===== src/rtl/atm_amount_entry.sv =====
// ATM keypad front-end: debounces raw key codes into single press events and runs
// the balance / two-digit withdrawal state machine that drives the display bus.
module atm_amount_entry #(
  parameter int DEBOUNCE_CYCLES = 16,
  parameter int INIT_BALANCE    = 50,
  parameter int HOLD_CYCLES     = 1000
) (
  input  logic       clk,
  input  logic       rst_n,
  input  logic       key_valid,
  input  logic [3:0] key_code,
  output logic [9:0] num,
  output logic [1:0] mode,
  output logic       done,
  output logic       err
);

  typedef enum logic [1:0] {
    ST_SHOW_BAL = 2'b00,
    ST_ENTRY    = 2'b01,
    ST_RESULT   = 2'b10
  } state_t;

  localparam int              HW        = (HOLD_CYCLES > 1) ? $clog2(HOLD_CYCLES) : 1;
  localparam logic [HW-1:0]   HOLD_LAST = HW'(HOLD_CYCLES - 1);
  localparam logic [7:0]      DB_LAST   = 8'(DEBOUNCE_CYCLES - 1);
  localparam logic [6:0]      BAL_INIT  = 7'(INIT_BALANCE);
  localparam logic [3:0]      KEY_CLEAR = 4'd10;
  localparam logic [3:0]      KEY_BACK  = 4'd11;
  localparam logic [3:0]      KEY_ENTER = 4'd12;

  logic        r_db_armed;
  logic [7:0]  r_db_cnt;
  logic [3:0]  r_db_code;
  logic        r_evt;
  logic [3:0]  r_evt_code;

  state_t      r_state;
  logic [6:0]  r_balance;
  logic [6:0]  r_entry;
  logic [1:0]  r_digits;
  logic [HW-1:0] r_hold;
  logic [9:0]  r_num;
  logic        r_done;
  logic        r_err;

  state_t      w_state_nxt;
  logic [6:0]  w_balance_nxt;
  logic [6:0]  w_entry_nxt;
  logic [1:0]  w_digits_nxt;
  logic [HW-1:0] w_hold_nxt;
  logic        w_accept;
  logic        w_reject;
  logic [9:0]  w_num_nxt;
  logic        w_done_nxt;
  logic        w_err_nxt;
  logic        w_is_digit;

  assign w_is_digit = (r_evt_code <= 4'd9);

  // Debouncer: armed counts a stable held code, disarmed counts a stable release.
  always_ff @(posedge clk or negedge rst_n) begin
    if (!rst_n) begin
      r_db_armed <= 1'b1;
      r_db_cnt   <= 8'd0;
      r_db_code  <= 4'd0;
      r_evt      <= 1'b0;
      r_evt_code <= 4'd0;
    end else begin
      r_evt <= 1'b0;
      if (r_db_armed) begin
        if (key_valid) begin
          if ((r_db_cnt != 8'd0) && (key_code == r_db_code)) begin
            if (r_db_cnt == DB_LAST) begin
              r_evt      <= 1'b1;
              r_evt_code <= key_code;
              r_db_armed <= 1'b0;
              r_db_cnt   <= 8'd0;
            end else begin
              r_db_cnt <= r_db_cnt + 8'd1;
            end
          end else begin
            // First held sample or a code change starts a fresh qualification.
            r_db_cnt  <= 8'd1;
            r_db_code <= key_code;
          end
        end else begin
          r_db_cnt <= 8'd0;
        end
      end else begin
        if (key_valid) begin
          r_db_cnt <= 8'd0;
        end else if (r_db_cnt == DB_LAST) begin
          r_db_armed <= 1'b1;
          r_db_cnt   <= 8'd0;
        end else begin
          r_db_cnt <= r_db_cnt + 8'd1;
        end
      end
    end
  end

  // State and datapath registers.
  always_ff @(posedge clk or negedge rst_n) begin
    if (!rst_n) begin
      r_state   <= ST_SHOW_BAL;
      r_balance <= BAL_INIT;
      r_entry   <= 7'd0;
      r_digits  <= 2'd0;
      r_hold    <= '0;
    end else begin
      r_state   <= w_state_nxt;
      r_balance <= w_balance_nxt;
      r_entry   <= w_entry_nxt;
      r_digits  <= w_digits_nxt;
      r_hold    <= w_hold_nxt;
    end
  end

  // Next-state and datapath update from the registered key event.
  always_comb begin
    w_state_nxt   = r_state;
    w_balance_nxt = r_balance;
    w_entry_nxt   = r_entry;
    w_digits_nxt  = r_digits;
    w_hold_nxt    = r_hold;
    w_accept      = 1'b0;
    w_reject      = 1'b0;
    case (r_state)
      ST_SHOW_BAL: begin
        if (r_evt && w_is_digit) begin
          w_state_nxt  = ST_ENTRY;
          w_entry_nxt  = {3'b000, r_evt_code};
          w_digits_nxt = 2'd1;
        end else begin
          w_state_nxt = ST_SHOW_BAL;
        end
      end
      ST_ENTRY: begin
        if (!r_evt) begin
          w_state_nxt = ST_ENTRY;
        end else if (w_is_digit) begin
          if (r_digits == 2'd1) begin
            w_entry_nxt  = (r_entry * 7'd10) + {3'b000, r_evt_code};
            w_digits_nxt = 2'd2;
          end else begin
            w_digits_nxt = r_digits;
          end
        end else if (r_evt_code == KEY_BACK) begin
          w_entry_nxt  = r_entry / 7'd10;
          w_digits_nxt = r_digits - 2'd1;
          if (r_digits == 2'd1) begin
            w_state_nxt = ST_SHOW_BAL;
          end else begin
            w_state_nxt = ST_ENTRY;
          end
        end else if (r_evt_code == KEY_CLEAR) begin
          w_entry_nxt  = 7'd0;
          w_digits_nxt = 2'd0;
          w_state_nxt  = ST_SHOW_BAL;
        end else if (r_evt_code == KEY_ENTER) begin
          if ((r_entry != 7'd0) && (r_entry <= r_balance)) begin
            w_balance_nxt = r_balance - r_entry;
            w_accept      = 1'b1;
          end else begin
            w_reject = 1'b1;
          end
          w_state_nxt = ST_RESULT;
          w_hold_nxt  = '0;
        end else begin
          w_state_nxt = ST_ENTRY;
        end
      end
      ST_RESULT: begin
        // Key events are dropped here; only the hold timer matters.
        if (r_hold == HOLD_LAST) begin
          w_state_nxt  = ST_SHOW_BAL;
          w_entry_nxt  = 7'd0;
          w_digits_nxt = 2'd0;
          w_hold_nxt   = '0;
        end else begin
          w_hold_nxt = r_hold + HW'(1);
        end
      end
      default: begin
        w_state_nxt = ST_SHOW_BAL;
      end
    endcase
  end

  // Output decode from the next state so outputs land on the same edge as the state.
  always_comb begin
    w_num_nxt  = {3'b000, w_entry_nxt};
    w_done_nxt = w_accept;
    w_err_nxt  = 1'b0;
    if (w_state_nxt == ST_SHOW_BAL) begin
      w_num_nxt = {3'b000, w_balance_nxt};
    end else begin
      w_num_nxt = {3'b000, w_entry_nxt};
    end
    if (w_reject) begin
      w_err_nxt = 1'b1;
    end else if ((r_state == ST_RESULT) && (w_state_nxt == ST_RESULT)) begin
      w_err_nxt = r_err;
    end else begin
      w_err_nxt = 1'b0;
    end
  end

  // Output registers.
  always_ff @(posedge clk or negedge rst_n) begin
    if (!rst_n) begin
      r_num  <= {3'b000, BAL_INIT};
      r_done <= 1'b0;
      r_err  <= 1'b0;
    end else begin
      r_num  <= w_num_nxt;
      r_done <= w_done_nxt;
      r_err  <= w_err_nxt;
    end
  end

  assign num  = r_num;
  assign mode = r_state;
  assign done = r_done;
  assign err  = r_err;

endmodule


===== config.mk =====
export PLATFORM = sky130hd
export DESIGN_NAME = atm_amount_entry
export DESIGN_NICKNAME = d
export VERILOG_FILES = /design/src/rtl/atm_amount_entry.sv
export SDC_FILE = /design/constraint.sdc
export NUM_CORES = 1
export LEC_CHECK = 0
export BUFFER_PORTS_ARGS = -buffer_cell sky130_fd_sc_hd__buf_2
export CORE_MARGIN = 8
export CORE_UTILIZATION = 55
export CTS_CLUSTER_DIAMETER = 40
export DETAILED_ROUTE_END_ITERATION = 8
export PLACE_DENSITY = 0.76
export SKIP_CTS_REPAIR_TIMING = 1
export SYNTH_ARGS = -nofsm -noshare
export SYNTH_HDL_FRONTEND = slang
export SYNTH_SLANG_ARGS = --single-unit

===== constraint.sdc =====
create_clock -name clk -period 2.55 [get_ports clk]
set_input_delay 0.51 -clock clk [delete_from_list [all_inputs] [get_ports clk]]
set_output_delay 0.51 -clock clk [all_outputs]
set_load 0.1 [all_outputs]

==> impl_metrics.ini <==
[route]
dr.first_iter.drc_count = 177
route.detailed.drc = 0
vias_per_cell = 5.98
routed_wl_um = 8120
drt-wirelength-per-cell_um = 16.7
num_vias = 2913
ant_nets = 0
drt_pre_antenna_iters = 4

[grt]
grt-ovfl-total = 0
antenna_found_initial = 0
grt_use_total = 0.172
grt_pass1_vias = 2878
grt_pass1_wl_um = 13700
grt_start_max_net_pins = 35

[worst_setup_path]
critPathMaxFanout = 8
critPathArrivalTime_ns = 2.63
cp-start-kind = register
reg2reg_to = num[6]$_DFF_PN0_
timing.critical_path.depth = 8
worstReg2RegStart = r_entry[0]$_DFF_PN0_
rr_worst_depth = 8
critPathCapture = num[6]$_DFF_PN0_
crit_chain = ha_1, ha_1, inv_1, fa_1, nor3b_1, xnor2_1, a22o_2, mux2_2
cp_top_family = adder cells
rrSetupSlack_ns = 0.12
critPathMaxStageDelay_ns = 0.49
critical_path_buf_inv_count = 1
end_kind = register
slowest_stage = dfrtp_1
required_ns = 2.76
cp_common_cell = ha_1
path_class = reg2reg
startpoint = r_entry[0]$_DFF_PN0_

[layout]
layout.nets = 441
instances_no_fill = 487
mostFrequentLayoutCells = dfrtp_1 (45), o21ai_0 (35), nand2_1 (29), inv_1 (25), nor2_1 (25)
area_growth_pct = 10.9
drive_gt1_frac = 0.222
final_common_cell = dfrtp_1
diodes = 0

[floorplanning]
die_height_um = 97.5
core_sq_mm = 0.00639
fp.dieW_um = 97.5
start_util = 0.573
pin_count = 21
num_rows = 29
die-area_sq_mm = 0.00952

[placed_design]
place.gp.congestion = 0.937
placedCellCount = 479
portBuffers = 17
dp_slack_ns = 0.143
hpwl_um = 6060

[timing]
fmax_ghz = 0.412
hold_viol = 0
worst_slack_ns = 0.125
finalSetupViolCount = 0
rsz0062_at_grt = no
relSlewSlack = 0.575
fin_crit_ns = 2.43
post-route-period-util = 0.951
slew_violations = 0
clock-skew-final_ns = 0.00567
tightest_slew_ns = 0.631

[power_and_ir_drop]
p_leak_nw = 1.78
ir_drop_mv = 0.317
power_density_mw_per_mm2 = 418

[yosys]
synthArstFlopShare = 1.00
synth_cell_type_count = 62
yosysTopAreaCell = dfrtp_1
synth_cells = 384
synth_top_area_share = 0.328
synth_seq_cells = 55
synth_area_per_cell_sq_um = 9.52
ys_top_cells_by_area = dfrtp_1 (33%), ha_1 (7.5%), dfstp_2 (5.0%), mux2_2 (4.9%), o21ai_0 (4.8%)
synth_area_sq_mm = 0.00366
ys_warn_count = 0
synth_seq_area_share = 0.379
synth_edf_count = 0
synth_ff_type = dfrtp_1

[clock_tree]
cts.path.max_buffers = 2
tritoncts = yes
clockRootBuffer = clkbuf_8
clock-sinks = 55
cts-htree-levels = 2
clk_latency_ns = 0.32
numCtsBuffers = 5
clk_pin_slew_ns = 0.10

[hold_path]
hp-class = in2async

[run]
maxCapViolCount = 0

[status]
outcome = complete, no violations
-- sequential cells by signal, indices dropped and copies added (netlist names) --
signal / count
done: 1
err: 1
mode: 2
num: 7
r_balance: 7
r_db_armed: 1
r_db_cnt: 8
r_db_code: 4
r_digits: 2
r_entry: 7
r_evt: 1
r_evt_code: 4
r_hold: 10
-- worst register-to-register path: cells and delay by family (launching register included) --
kind / cells / cell delay, ns
xor+xnor: 1 / 0.10
fa+ha+maj: 3 / 0.89
simple gates: 1 / 0.28
flops: 1 / 0.49
buf+inv: 1 / 0.07
mux: 1 / 0.26
compound gates: 1 / 0.23
-- cell usage after synthesis, types with 5 or more instances --
master    instances
nor2b_1           9
nand2_1          30
a21oi_1          12
o211ai_1          6
o21a_1            8
inv_1            26
dfrtp_1          48
o21ai_0          35
nand2b_1          7
mux2_2           16
clkbuf_1          5
nor3_1            5
xnor2_1          14
nor2_1           25
o31ai_1           8
a31oi_1           6
ha_1             22
nand3_1          11
dfstp_2           7
-- logic make-up after synthesis --
logic type,count (synthesis),synth area share
compound gates,110,0.209
xor+xnor,18,0.0431
fa+ha+maj,25,0.0917
buf+inv,42,0.0599
flops,55,0.379
mux,18,0.0547
other cells,1,0.00103
simple gates,115,0.162
-- layout make-up --
cell class              count  area [sq um]
multi-input cells         289          2120
clock inverters             3          71.3
inverters                  26           100
clock buffers               5          68.8
fillers                   552          2330
well taps                  77          96.3
flip-flops and latches     55          1390
repair buffers             32           210
-- power by group --
part	leakage, nW	switching [W]	internal, W
Combinational	0.985	0.0000562	0.0000313
Sequential	0.726	0.00000987	0.000887
Clock	0.0703	0.000312	0.000399
-- layer usage --
layer	routed length, um	GRT usage	part of all wire
met5	0	0	0
met1	3720	0.215	0.46
met4	269	0.0828	0.033
met2	3780	0.276	0.47
met3	350	0.0313	0.043
-- worst min path at each step --
stage / from / end / depth (start not counted)
floorplan: rst_n / done$_DFF_PN0_ / 0
finish: rst_n / r_entry[6]$_DFF_PN0_ / 1
detailed placement: r_digits[1]$_DFFE_PN0P_ / r_digits[1]$_DFFE_PN0P_ / 2
CTS: rst_n / r_balance[6]$_DFF_PN0_ / 1
global route: rst_n / r_entry[1]$_DFF_PN0_ / 1
global placement: r_digits[1]$_DFFE_PN0P_ / r_digits[1]$_DFFE_PN0P_ / 2
-- metrics by stage --
step | hold WS, ns | area [sq um] | TNS (ns) | utilization | power [W]
global placement | 0.465 | 3910 | 0 | 0.612 | 0.00100
floorplan | 0.214 | 3730 | -0.0148 | - | 0.000972
global route | 0.185 | 4060 | 0 | 0.635 | 0.00176
detailed placement | 0.469 | 3910 | 0 | 0.612 | 0.00100
finish | 0.165 | 4060 | 0 | 0.635 | 0.00169
CTS | 0.171 | 4050 | 0 | 0.634 | 0.00172
No activity file was read; power rests on OpenSTA's default activity.
